===== src/rtl/maze_move_ctrl.sv =====
// rtl/maze_move_ctrl.sv - maze game step controller: erase, key, obstacle lookup, move, win test, redraw
//
// Optional feature macro: MAZE_WRAP_EN (off-grid moves wrap to the opposite edge
// instead of being rejected).
//
// Ports:
//   clk, reset          clock; synchronous active-high reset
//   key_valid, key_dir  pending direction key (1 left, 2 right, 3 up, 4 down)
//   key_ack             one-cycle pulse when the key has been consumed
//   obs_rd, obs_x/y     obstacle read strobe and queried cell
//   obs_blocked         obstacle reply, valid MEM_LAT cycles after obs_rd
//   goal_x/y            win cell
//   xpos/ypos           current player cell
//   pix_x/y, pix_color  pixel write address and colour (0 erase, 1 draw)
//   plot                pixel write enable
//   moves               accepted moves, saturating
//   won                 sticky goal-reached flag
module maze_move_ctrl #(
  parameter int X_W     = 8,
  parameter int Y_W     = 7,
  parameter int X_MAX   = 159,
  parameter int Y_MAX   = 119,
  parameter int START_X = 0,
  parameter int START_Y = 0,
  parameter int SPRITE  = 4,
  parameter int TICKS   = 833333,
  parameter int MEM_LAT = 1
) (
  input  logic           clk,
  input  logic           reset,
  input  logic           key_valid,
  input  logic [2:0]     key_dir,
  output logic           key_ack,
  output logic           obs_rd,
  output logic [X_W-1:0] obs_x,
  output logic [Y_W-1:0] obs_y,
  input  logic           obs_blocked,
  input  logic [X_W-1:0] goal_x,
  input  logic [Y_W-1:0] goal_y,
  output logic [X_W-1:0] xpos,
  output logic [Y_W-1:0] ypos,
  output logic [X_W-1:0] pix_x,
  output logic [Y_W-1:0] pix_y,
  output logic           pix_color,
  output logic           plot,
  output logic [15:0]    moves,
  output logic           won
);

  localparam logic [3:0] S_INIT       = 4'd0;
  localparam logic [3:0] S_WAIT_TICK  = 4'd1;
  localparam logic [3:0] S_ERASE      = 4'd2;
  localparam logic [3:0] S_READ_KEY   = 4'd3;
  localparam logic [3:0] S_LOOK       = 4'd4;
  localparam logic [3:0] S_WAIT_OBS   = 4'd5;
  localparam logic [3:0] S_UPDATE_POS = 4'd6;
  localparam logic [3:0] S_CHECK_WIN  = 4'd7;
  localparam logic [3:0] S_DRAW       = 4'd8;
  localparam logic [3:0] S_WIN        = 4'd9;

  localparam int             OW        = (SPRITE > 1) ? $clog2(SPRITE) : 1;
  localparam logic [OW-1:0]  S_LAST    = OW'(SPRITE - 1);
  localparam logic [OW-1:0]  OFF_ONE   = OW'(1);
  localparam logic [X_W:0]   X_MAX_E   = (X_W+1)'(X_MAX);
  localparam logic [Y_W:0]   Y_MAX_E   = (Y_W+1)'(Y_MAX);
  localparam logic [X_W:0]   X_ONE     = (X_W+1)'(1);
  localparam logic [Y_W:0]   Y_ONE     = (Y_W+1)'(1);
  localparam logic [X_W-1:0] START_XV  = X_W'(START_X);
  localparam logic [Y_W-1:0] START_YV  = Y_W'(START_Y);
  localparam logic [31:0]    TICK_LAST = 32'(TICKS - 1);
  localparam logic [15:0]    WAIT_LAST = 16'(MEM_LAT - 1);

  logic [3:0]     state;
  logic [31:0]    tick_cnt;
  logic [15:0]    wait_cnt;
  logic [OW-1:0]  col, row;
  logic [X_W-1:0] tgt_x;
  logic [Y_W-1:0] tgt_y;
  logic           tgt_ok;

  logic [X_W:0]   nx;
  logic [Y_W:0]   ny;
  logic           key_ok, off, scan_last, wait_done, go_draw;
  logic [OW-1:0]  col_nx, row_nx;

  // Target is computed one bit wider so that 0-1 and X_MAX+1 both land above
  // the legal range and are caught by a single compare.
  always_comb begin
    nx     = {1'b0, xpos};
    ny     = {1'b0, ypos};
    key_ok = key_valid && (key_dir >= 3'd1) && (key_dir <= 3'd4);
    case (key_dir)
      3'd1:    nx = {1'b0, xpos} - X_ONE;
      3'd2:    nx = {1'b0, xpos} + X_ONE;
      3'd3:    ny = {1'b0, ypos} - Y_ONE;
      3'd4:    ny = {1'b0, ypos} + Y_ONE;
      default: ;
    endcase
    off = (nx > X_MAX_E) || (ny > Y_MAX_E);
`ifdef MAZE_WRAP_EN
    if (nx > X_MAX_E) nx = (key_dir == 3'd1) ? X_MAX_E : '0;
    if (ny > Y_MAX_E) ny = (key_dir == 3'd3) ? Y_MAX_E : '0;
    off = 1'b0;
`endif
  end

  always_comb begin
    scan_last = (col == S_LAST) && (row == S_LAST);
    col_nx    = (col == S_LAST) ? '0 : col + OFF_ONE;
    row_nx    = (col == S_LAST) ? row + OFF_ONE : row;
    wait_done = (wait_cnt == WAIT_LAST);
    go_draw   = ((state == S_READ_KEY) && !key_ok) ||
                ((state == S_LOOK) && !tgt_ok) ||
                ((state == S_WAIT_OBS) && wait_done && obs_blocked) ||
                (state == S_CHECK_WIN);
  end

  // The key target is resolved in READ_KEY so the read strobe is already on the
  // port during LOOK; the reply is then sampled on the last of MEM_LAT WAIT_OBS cycles.
  always_ff @(posedge clk) begin
    if (reset) begin
      state     <= S_INIT;
      xpos      <= START_XV;
      ypos      <= START_YV;
      moves     <= '0;
      won       <= 1'b0;
      plot      <= 1'b0;
      pix_color <= 1'b0;
      pix_x     <= '0;
      pix_y     <= '0;
      key_ack   <= 1'b0;
      obs_rd    <= 1'b0;
      obs_x     <= '0;
      obs_y     <= '0;
      tick_cnt  <= '0;
      wait_cnt  <= '0;
      col       <= '0;
      row       <= '0;
      tgt_x     <= '0;
      tgt_y     <= '0;
      tgt_ok    <= 1'b0;
    end else begin
      key_ack <= 1'b0;
      obs_rd  <= 1'b0;
      case (state)
        S_INIT: begin
          xpos      <= START_XV;
          ypos      <= START_YV;
          moves     <= '0;
          won       <= 1'b0;
          tick_cnt  <= '0;
          state     <= S_DRAW;
          plot      <= 1'b1;
          pix_color <= 1'b1;
          pix_x     <= START_XV;
          pix_y     <= START_YV;
          col       <= '0;
          row       <= '0;
        end
        S_WAIT_TICK: begin
          if (tick_cnt == TICK_LAST) begin
            tick_cnt  <= '0;
            state     <= S_ERASE;
            plot      <= 1'b1;
            pix_color <= 1'b0;
            pix_x     <= xpos;
            pix_y     <= ypos;
            col       <= '0;
            row       <= '0;
          end else begin
            tick_cnt <= tick_cnt + 32'd1;
          end
        end
        S_ERASE, S_DRAW: begin
          if (scan_last) begin
            plot <= 1'b0;
            if (state == S_ERASE) state <= S_READ_KEY;
            else                  state <= won ? S_WIN : S_WAIT_TICK;
          end else begin
            col   <= col_nx;
            row   <= row_nx;
            pix_x <= xpos + X_W'(col_nx);
            pix_y <= ypos + Y_W'(row_nx);
          end
        end
        S_READ_KEY: begin
          if (key_ok) begin
            key_ack <= 1'b1;
            tgt_x   <= nx[X_W-1:0];
            tgt_y   <= ny[Y_W-1:0];
            tgt_ok  <= !off;
            obs_rd  <= !off;
            if (!off) begin
              obs_x <= nx[X_W-1:0];
              obs_y <= ny[Y_W-1:0];
            end
            state <= S_LOOK;
          end
        end
        S_LOOK: begin
          if (tgt_ok) begin
            wait_cnt <= '0;
            state    <= S_WAIT_OBS;
          end
        end
        S_WAIT_OBS: begin
          if (wait_done) begin
            if (!obs_blocked) state <= S_UPDATE_POS;
          end else begin
            wait_cnt <= wait_cnt + 16'd1;
          end
        end
        S_UPDATE_POS: begin
          xpos  <= tgt_x;
          ypos  <= tgt_y;
          if (moves != 16'hFFFF) moves <= moves + 16'd1;
          state <= S_CHECK_WIN;
        end
        S_CHECK_WIN: begin
          if ((xpos == goal_x) && (ypos == goal_y)) won <= 1'b1;
        end
        S_WIN: ;
        default: state <= S_INIT;
      endcase
      if (go_draw) begin
        state     <= S_DRAW;
        plot      <= 1'b1;
        pix_color <= 1'b1;
        pix_x     <= xpos;
        pix_y     <= ypos;
        col       <= '0;
        row       <= '0;
      end
    end
  end

endmodule


===== config.mk =====
export PLATFORM = sky130hd
export DESIGN_NAME = maze_move_ctrl
export DESIGN_NICKNAME = d
export VERILOG_FILES = /design/src/rtl/maze_move_ctrl.sv
export SDC_FILE = /design/constraint.sdc
export NUM_CORES = 1
export LEC_CHECK = 0
export CORE_MARGIN = 3
export CORE_UTILIZATION = 40
export DETAILED_ROUTE_END_ITERATION = 12
export PLACE_DENSITY = 0.57
export SLEW_MARGIN = 25
export SYNTH_ARGS = -nofsm -noshare
export SYNTH_HDL_FRONTEND = slang
export SYNTH_SLANG_ARGS = --single-unit

===== constraint.sdc =====
create_clock -name clk -period 6.8 [get_ports clk]
set_clock_uncertainty 0.05 [all_clocks]
set_input_delay 1.36 -clock clk [delete_from_list [all_inputs] [get_ports clk]]
set_output_delay 1.36 -clock clk [all_outputs]
set_load 0.03 [all_outputs]

# [Word-level counts from Yosys, hierarchy flattened]
# Cells that the tools add are included.
[op_classes] add_sub_neg=11 magnitude_cmp=4 n_eq_ne=37 mux=46 bitwise_logic=4 n_reduce_logical=40
[op_table] operator="$pmux W16 S2" count=2
[op_table] operator="$pmux W32 S2" count=1
[op_table] operator="$mux W16" count=3
[op_table] operator="$mux W4" count=9
[op_table] operator="$add A16 B1 Y16 const B" count=2
[op_table] operator="$add A32 B1 Y32 const B" count=1
[op_table] operator="$eq A32 B20 Y1 const B" count=1
[op_table] operator="$mux W32" count=1
[op_table] operator="$pmux W4 S8" count=1
[op_table] operator="$pmux W8 S2" count=2
[op_table] operator="$mux W8" count=3
[op_table] operator="$pmux W8 S3" count=1
[op_table] operator="$mux W7" count=3
[op_table] operator="$ne A3 B3 Y1 const B" count=7
[op_table] operator="$pmux W7 S3" count=1
[op_table] operator="$ne A2 B2 Y1 const B" count=9
[op_table] operator="$pmux W9 S2" count=1
[op_table] operator="$eq A4 B3 Y1 const B" count=4
[op_table] operator="$logic_not A16 Y1" count=1
[op_table] operator="$ne A16 B16 Y1 const B" count=1
[op_table] operator="$reduce_and A3 Y1" count=5
[op_table] operator="$pmux W7 S2" count=1
[op_table] operator="$reduce_and A7 Y1" count=2
[op_table] operator="$pmux W2 S3" count=2
[op_table] operator="36 further kinds" count=78
[totals] reg_bits=138 inputBits=22 wordCells=163

# [Depth between registers and ports, before layout]
[logic_depth] depth_word=10 depth_mapped=13 mapped_depth_nobuf=11

# [Worst setup path after synthesis]
# Ideal clock, no wire load.
[synth_timing] path_type="input to register" startpoint="input port key_dir[2]" endpoint="register obs_x[6]" setup_ns=0.123 arrival_time_ns=4.117 t_required_ns=6.627 slack_ns=2.509 cell_stages=12 n_path_buf=2 path_cell_list="buf_6 and2b_2 nand2b_1 ha_1 clkbuf_1 a21oi_1 a21boi_1 a311o_1 a211o_2 a211oi_4 nand3_2 mux2_1"
[synth_between] elab_chain_cells=6 word_cells_on_any_way=15 cone_classes="order compare: 4; eq/ne: 4; mux: 2; bitwise: 1; reduce/logical: 4"
[synth_rtl] item="from (decl)" line_no="32" rtl="input logic [2:0] key_dir,"
[synth_rtl] item="$eq A3 B2 Y1 (tied with other cells)" line_no="92" rtl="case (key_dir)"
[synth_rtl] item="$pmux W9 S2 / $pmux W8 S2 (equally long branches)" line_no="92"
[synth_rtl] item="$gt A9 B8 Y1 / $gt A8 B7 Y1 (equally long branches)" line_no="99" rtl="off = (nx > X_MAX_E) || (ny > Y_MAX_E);"
[synth_rtl] item="$logic_or A1 B1 Y1" line_no="99"
[synth_rtl] item="$not A1 Y1 (no line)"
[synth_rtl] item="$reduce_and A3 Y1 (no line)"
[synth_rtl] item="to (signal assigned)" line_no="194" rtl="obs_x <= nx[X_W-1:0];"
[synth_rtl] item="to (decl)" line_no="35" rtl="output logic [X_W-1:0] obs_x,"
# Several ways; a longest one is shown, not always the timed one.
# A chain may end at the register's enable or synchronous reset.

# [Worst setup path after layout]
# Same ends and word-level chain as after synthesis.

==> flow_metrics.tcl <==
set metrics [dict create \
    outcome "complete, no violations" \
    grt.overflow.total 0 \
    ys_async_sr_fraction 0 \
    switching_share 0.3659 \
    cts_root_buffer "clkbuf_16" \
    io_buffer_count 87 \
    cts_hold_buf 0 \
    endpoint_kind "flip-flop" \
    cts_setup_buffers 0 \
    io_pins 88 \
    cts.sinks 138 \
    avgViaCountPerCell 5.500 \
    cts_resized 0 \
    holdWs_ns 0.4104 \
    dr_total_vias 7079 \
    wl_per_cell_um 16.40 \
    cts_tree "yes" \
    synth_top_area_share 0.3431 \
    fp.dieW_um 147.9 \
    clockPowerShare 0.345 \
    insertedDiodeCount 0 \
    post_dp_cell_area_mm2 0.008974 \
    fin_setup_tns_ns 0 \
    pwr-share-comb 0.322 \
    worstPathArrival_ns 5.24 \
    dp_hpwl_um 14830 \
    synth_nets 1008 \
    grt_pass1_wl_um 34660 \
    drive_above_1_share 0.09687 \
    nNetsFinal 1060 \
    drt_iter0_drc 442 \
    clockBufferDepth 2 \
    ys.warnings.count 0 \
    ant_nets 0 \
    rsz0062_at_grt "no" \
    cts.reportedPaths.clkPinSlew_ns 0.06 \
    powerDensity_mw_per_mm2 289.3 \
    synthToLayoutAreaGrowth_pct 19.02 \
    internal_power_w 0.001758 \
    yosys-top-cells-area "dfxtp_1, nor2_1, ha_1, xnor2_1, xor2_1" \
    synth_ff_type "dfxtp_1" \
    pwr-share-seq 0.333 \
    gp_congestion 0.8149 \
    cp_max_fo 23 \
    core_area_mm2 0.01959 \
    period_share 0.7323 \
    ys_seq_area_frac 0.3431 \
    track_usage 0.1935 \
    synth.ff_latch_count 138 \
    start_util 0.4111 \
    synth-edff-count 0 \
    syn_area_per_cell_um2 8.415 \
    htreeDepth 4 \
    cap_viol_max_count 0 \
    final_area_mm2 0.009584 \
    synth_cells 957 \
    drtPass1Iterations 5 \
    setup_viol 0 \
    antenna_found_initial 0 \
    synth.cell_area_mm2 0.008053 \
    die_area_mm2 0.02187 \
    fmax_mhz 200.8 \
    vdd_ir_drop_max_uv 187.3 \
    p_sw_w 0.001014 \
    worstMarginPinSlew_ns 0.9468 \
    std_cell_rows 51 \
    max_slew_margin 0.3640 \
    startpoint_type "primary input" \
    finalMaxSlewViolations 0 \
    grt_max_degree 64 \
    p_leak_nw 3.364 \
    finalHoldViolCount 0 \
    worstSetupPathType "primary input to flip-flop" \
    insertion_delay_ns 0.42 \
    yosys.area.top_type "dfxtp_1" \
    grt_pass1_vias 6669 \
    synth_cell_types 84 \
    critPathRequiredTime_ns 7.06 \
    min_path_type "flip-flop to flip-flop" \
    cts_made_buffers 17 \
    wl_um 21110 \
    die_y_um 147.9 \
    period_needed_ns 4.980 \
    route.detailed.drc 0 \
]
## worst max-delay path, cell delays in order
cell and delay, ns:
clkdlybuf4s50_1 0.69, and2b_2 0.30, nand2b_1 0.30, inv_1 0.10
fa_1 0.40, nand3b_1 0.22, a21boi_1 0.34, a21oi_1 0.13
a211o_2 0.34, a211oi_4 0.19, buf_4 0.27, nand3_2 0.23
mux2_1 0.36
## worst paths after layout
kind | slack [ns] | end | startpoint | cells after the start
worst max-delay path | 1.82 | obs_x[6] | key_dir[2] | 13
worst min-delay path | 0.41 | col[1] | col[1] | 2
worst max register to register | 3.40 | obs_x[6] | xpos[1] | 10
worst min register to register | 0.41 | col[1] | col[1] | 2
## metrics by stage
step                      std cells    util  setup WS (ns)  total power (W)
final                          1287  0.4892          1.820         0.002773
after global routing           1287  0.4892          1.556         0.002936
after CTS                      1287  0.4889          1.847         0.002796
after detailed placement       1255  0.4581          1.398         0.001832
after global placement         1255  0.4581          1.454         0.001831
after floorplan                 957       -          2.509         0.001579
## registers in the layout (all words and copies together), names as in the netlist, 4 cells and up
register,flops
tick_cnt,32
tgt_y,7
tgt_x,8
state,4
ypos,7
xpos,8
pix_x,8
pix_y,7
obs_x,8
wait_cnt,16
obs_y,7
moves,16
## power groups by stage
stage / logic (W) / clock network [W] / registers (W)
floorplan: 0.000596 / 0 / 0.000983
global placement: 0.000892 / 0 / 0.000938
detailed placement: 0.000893 / 0 / 0.000939
CTS: 0.000898 / 0.000976 / 0.000921
global route: 0.000993 / 0.00101 / 0.000931
finish: 0.000893 / 0.000957 / 0.000922
## cell type report
cell class	count	area, um2
clock buffers	21	460.4
clock inverters	11	143.9
fillers	1954	10010
inverters	22	87.58
multi-input cells	734	4862
flip-flops and latches	138	2763
well taps	265	331.6
repair buffers	96	935.9
## layout by cell type (no fill, tap or decap), drive strengths merged, types with 7 or more instances in the layout
cell and n:
a211oi 20, o21ai 44, a22oi 21, buf 10
clkinv 7, nand2b 12, clkdlybuf4s50 86, nor3 42
nor2 138, nand3 36, nor4 12, and3 18
a311oi 11, a221oi 10, inv 22, ha 25
nor2b 9, nand4 30, and4 9, nand2 59
a21oi 48, or3 8, xnor2 34, mux2i 16
a31oi 20, nor3b 11, dfxtp 138, nand3b 7
clkbuf 21, xor2 28
## cells in the mapped netlist, types with 14 or more instances
master / n
a211oi_1: 16
a21oi_1: 46
a22oi_1: 21
a31oi_1: 20
and3_1: 17
clkbuf_1: 41
dfxtp_1: 138
ha_1: 25
inv_1: 21
mux2i_1: 16
nand2_1: 59
nand3_1: 34
nand4_1: 30
nor2_1: 136
nor3_1: 27
nor3_2: 14
o21ai_0: 43
xnor2_1: 34
xor2_1: 28
## cells by family after synthesis
family	after synthesis	share of synthesized area
buffers and inverters	85	0.05516
muxes	17	0.02129
and+or+nand+nor	415	0.2846
DFF	138	0.3431
adders and majority gates	29	0.04879
xor gates and xnor gates	62	0.06743
AOI/OAI and AO/OA	211	0.1796
## layer usage
metal | part of all wire | global-route usage | vias up
met5 | 0 | 0 | -
met4 | 0.013 | 0.04896 | 0
met3 | 0.037 | 0.04077 | 16
met2 | 0.45 | 0.3044 | 154
met1 | 0.50 | 0.2722 | 3338
li1 | - | - | 3571
Power figures use the tool's default switching activity.
==> RTL edit 1: new RTL, same settings <==
Build with the macro `MAZE_WRAP_EN` defined.
--- a/src/rtl/maze_move_ctrl.sv
+++ b/src/rtl/maze_move_ctrl.sv
@@ -16,4 +16,6 @@
 //   moves               accepted moves, saturating
 //   won                 sticky goal-reached flag
+`define MAZE_WRAP_EN
+
 module maze_move_ctrl #(
   parameter int X_W     = 8,
Check against the original RTL: same outputs for any inputs over 10 cycles, from zero or initial values and one cycle with reset high; that may be too few to reach the edited logic, so the function may still have changed.
==> RTL edit 1 against the unedited design <==
Routed wire length fell by 4.3%; largest cell class unchanged; critical path type unchanged; final area fell by 7.1%; global-route usage rose by 0.97 points; count of clock-buffer cells in the layout fell by 2; total power fell by 3.2%; area after synthesis fell by 9.3%; sequential cell count fell by 16; setup slack improved by 90 ps.
==> RTL edit 1: results (changes against the unedited design) <==
stage	metric	value	unit	change
status	status	completed		
grt	largest net degree at the start of global routing	43		-33%
hold_path	hold path depth	2		unchanged
setup_path	worst reg2reg endpoint	tgt_x[2]		
synth	ys async rst share	0		unchanged
placed_design	Area after DPL	8270	um^2	-7.8%
pwr	P_leak	0.00301	uW	-11%
synth	Post-Syn Instances	919		-4.0%
placed_design	dpl hpwl	14.3	mm	-3.8%
placed_design	PortBufs	87		unchanged
setup_path	CP peak stage delay	640	ps	-50 ps
setup_path	R2R depth	9		-1
placed_design	Place WS	1500	ps	+106 ps
setup_path	CP max FO	10		-57%
grt	first-pass GRT wire length	33.3	mm	-3.9%
timing	WHS	416	ps	+5.83 ps
clocking	clock slew at reported path FFs	50	ps	
synth	syn nets	969		-3.9%
finish	share of layout cells above drive strength 1	0.0648		-0.0321
synth	largest cells by area after synthesis	dfxtp_1 33%, nor2_1 7.2%, xnor2_1 4.6%		
drt	drt wl/cell	16.7	um	+1.6%
setup_path	Worst Path Arrival	5140	ps	-100 ps
drt	via count	6852		-3.2%
clocking	post-CTS sizing	0		unchanged
synth	Yosys cell types	78		-7.1%
pwr	Peak supply drop	0.243	mV	+30%
synth	post-synthesis sequential area ratio	0.335		-0.00854
timing	worst rel slew slack	0.416		+0.0521
finish	diode count	0		unchanged
finish	Total Nets Final	1025		-3.3%
clocking	clock tree buffer depth	2		unchanged
placed_design	global placement routability congestion	0.879		+7.8%
synth	Synth top cells by count	141 x nor2_1, 122 x dfxtp_1, 61 x a21oi_1, 61 x nand2_1, 45 x o21ai_0		
synth	Synth Area in XOR/XNOR	0.0684		+0.000947
synth	Synth Area in Compound Gates	0.230		+0.0505
synth	fraction of synthesized area in multiplexers	0.00703		-0.0143
setup_path	worst reg2reg startpoint	xpos[0]		
pwr	Switch Pwr	973	uW	-4.1%
grt	number of global-route vias before repair	6403		-4.0%
setup_path	R2R Setup Slk	3530	ps	+130 ps
synth	adder-cell share of the synthesized area	0.0521		+0.00331
grt	gr usage total	0.203		+0.00966
drt	final WL	20.2	mm	-4.3%
setup_path	CP delay by family, top	simple AND/OR/NAND/NOR gates		
clocking	CTS H-tree depth	4		unchanged
## RTL edit 1: routing by layer
metal	global-route usage	vias up	routed length [um]
li1	-	3496	-
met1	0.276	3184	9700
met2	0.327	153	9330
met3	0.0444	19	910
met4	0.0535	0	275
met5	0	-	0
## RTL edit 1: worst max-delay path by stage
stage | start | end | slack (ps)
floorplan | key_dir[2] | tgt_x[2] | 2470
global placement | key_dir[1] | tgt_x[2] | 1590
detailed placement | key_dir[1] | tgt_x[2] | 1500
CTS | key_dir[1] | tgt_x[2] | 1950
global route | key_dir[1] | tgt_x[1] | 1710
finish | key_dir[1] | tgt_x[2] | 1910
## RTL edit 1: area by class of cell
class	instances	area (um^2)
Sequential cell	122	2440
Fill cell	1727	8700
Timing Repair Buffer	93	911
Clock buffer	19	453
Clock inverter	13	174
Multi-Input combinational cell	715	4540
Tap cell	225	282
Inverter	26	97.6
## RTL edit 1: cell families (layout without fill, tap and decap cells)
logic type | after synthesis | in the layout
and+or+nand+nor | 378 | 378
xor gates and xnor gates | 57 | 57
adders and majority gates | 28 | 28
AOI/OAI and AO/OA | 247 | 247
buffers and inverters | 82 | 151
DFF | 122 | 122
muxes | 5 | 5
## RTL edit 1: worst min-delay path, stage by stage (launching register included)
cell and delay, ps:
dfxtp_1 320, nand2_1 50, a21oi_1 50
## RTL edit 1: power by group through the flow
stage	registers [uW]	clock network [uW]	logic [uW]
2_1_floorplan	923	0	536
5_1_grt	870	1020	962
3_5_place_dp	875	0	867
3_3_place_gp	874	0	863
6_report	860	957	867
4_1_cts	862	977	869
==> RTL edit 2: new RTL, config.mk and constraints unchanged <==
Made on the original files. Add an input register stage for `key_valid`, without a reset; this delays it by one clock. The other inputs are not delayed to match.
--- a/src/rtl/maze_move_ctrl.sv
+++ b/src/rtl/maze_move_ctrl.sv
@@ -71,4 +71,10 @@
   localparam logic [15:0]    WAIT_LAST = 16'(MEM_LAT - 1);
 
+  logic key_valid_q;
+
+  always_ff @(posedge clk) begin
+    key_valid_q <= key_valid;
+  end
+
   logic [3:0]     state;
   logic [31:0]    tick_cnt;
@@ -89,5 +95,5 @@
     nx     = {1'b0, xpos};
     ny     = {1'b0, ypos};
-    key_ok = key_valid && (key_dir >= 3'd1) && (key_dir <= 3'd4);
+    key_ok = key_valid_q && (key_dir >= 3'd1) && (key_dir <= 3'd4);
     case (key_dir)
       3'd1:    nx = {1'b0, xpos} - X_ONE;
Check against the original RTL: no difference found for any inputs over 4 cycles, from zero or initial values and one cycle with reset high; that may be too few to reach the edited logic, so the function may still have changed.
==> RTL edit 2 against the unedited design <==
Area after synthesis fell by 2.6%; final cell count rose by 0.54%; total power fell by 11%; sequential cell count rose by 1; routed wire length fell by 0.90%; die area fell by 2.5%; non-clock buffer count rose by 1; core utilization rose by 0.84 points; setup slack improved by 230 ps; count of clock-buffer cells in the layout rose by 1; final area fell by 1.6%.
==> RTL edit 2: results (changes against the unedited design) <==
stage	metric	value	unit	change
setup_path	Worst Path Arrival	5000	ps	-240 ps
clocking	post-CTS setup repair buffer count	0		unchanged
pwr	Switching Share	0.345		-0.0210
status	status	completed		
finish	fill count	1848		-5.4%
timing	worst rel slew slack	0.398		+0.0341
drt	First-pass DRT Iterations	6		+1
grt	first-pass GRT wire length	34.8	mm	+0.28%
pwr	P_leak	0.00324	uW	-3.8%
synth	Synth top cells by count	146 x nor2_1, 139 x dfxtp_1, 66 x nand2_1, 58 x a21oi_1, 52 x o21ai_0		
setup_path	CP max FO	9		-61%
drt	drt initial violations	506		+14%
drt	drt wl/cell	16.2	um	-1.4%
pwr	Peak supply drop	0.181	mV	-3.1%
synth	Yosys cell types	68		-19%
finish	Total Nets Final	1074		+1.3%
placed_design	dpl hpwl	14.6	mm	-1.3%
drt	Via density	5.51		+0.22%
placed_design	global placement routability congestion	0.826		+1.4%
grt	gr usage total	0.196		+0.00227
grt	number of global-route vias before repair	6495		-2.6%
grt	largest net degree at the start of global routing	83		+30%
clocking	clk sinks	139		+0.72%
placed_design	Place WS	1660	ps	+262 ps
synth	largest cells by area after synthesis	dfxtp_1 35%, nor2_1 7.0%, ha_1 4.0%		
synth	post-synthesis sequential area ratio	0.355		+0.0119
==> RTL edit 2: changes by cell type after synthesis, sizes merged, moves of 9 or more <==
cell   delta
inv      +11
a21oi    +10
nor2      +9
nor3     -17
nand4     -9
mux2      +9
nor3b    -11
==> RTL edit 2: power groups by stage <==
stage / Sequential (uW) / Clock, uW / Combinational (uW)
after CTS: 922 / 891 / 691
final: 921 / 874 / 685
after floorplan: 986 / 0 / 409
after detailed placement: 939 / 0 / 689
after global routing: 931 / 927 / 756
after global placement: 938 / 0 / 683
==> RTL edit 2: through the flow <==
step | std cells | cell area (um^2)
global placement | 1262 | 8870
CTS | 1293 | 9420
detailed placement | 1263 | 8870
floorplan | 968 | 7840
global route | 1294 | 9430
finish | 1294 | 9430
==> RTL edit 2: path summary, 6_finish.rpt <==
check	from	end	slack (ps)	cells past startpoint
worst max-delay path	key_dir[1]	obs_y[3]	2050	11
worst min-delay path	col[1]	col[1]	410	2
worst max register to register	state[0]	obs_y[3]	3260	7
worst min register to register	col[1]	col[1]	410	2
==> RTL edit 2: kinds of logic (layout without fill, tap and decap cells) <==
family,Yosys count,in the layout,synth area share
multiplexers,28,28,0.0412
AND/OR/NAND/NOR,388,388,0.246
flip-flops,139,139,0.355
AO/OA/AOI/OAI,238,238,0.201
XOR/XNOR,52,52,0.0581
adder cells (fa/ha/maj),29,29,0.0501
buffers and inverters,94,160,0.0482
==> RTL edit 2: final cells by class <==
| type | instances | area, um^2 | area share |
|---|---|---|---|
| Clock inverter | 8 | 70.1 | 0.00743 |
| Timing Repair Buffer | 97 | 947 | 0.100 |
| Inverter | 33 | 125 | 0.0133 |
| Tap cell | 260 | 325 | 0.0345 |
| Multi-Input combinational cell | 735 | 4710 | 0.499 |
| Clock buffer | 22 | 474 | 0.0503 |
| Sequential cell | 139 | 2780 | 0.295 |
==> RTL edit 2: per-layer routing <==
metal	wire length, um	up-vias	track usage	share of wire
met2	9020	166	0.288	0.43
met5	0	-	0	0
met4	282	0	0.0480	0.013
met3	967	21	0.0436	0.046
li1	-	3619	-	-
met1	10600	3327	0.291	0.51
==> RTL edit 2: worst max-delay path, stage by stage <==
cell and delay (ps):
clkdlybuf4s50_1 580, inv_1 80, or3_1 530, ha_1 360, a211oi_1 260, o21bai_1 210
o41ai_1 340, mux2i_1 280, a211o_1 230, o2111a_1 440, mux2_4 330
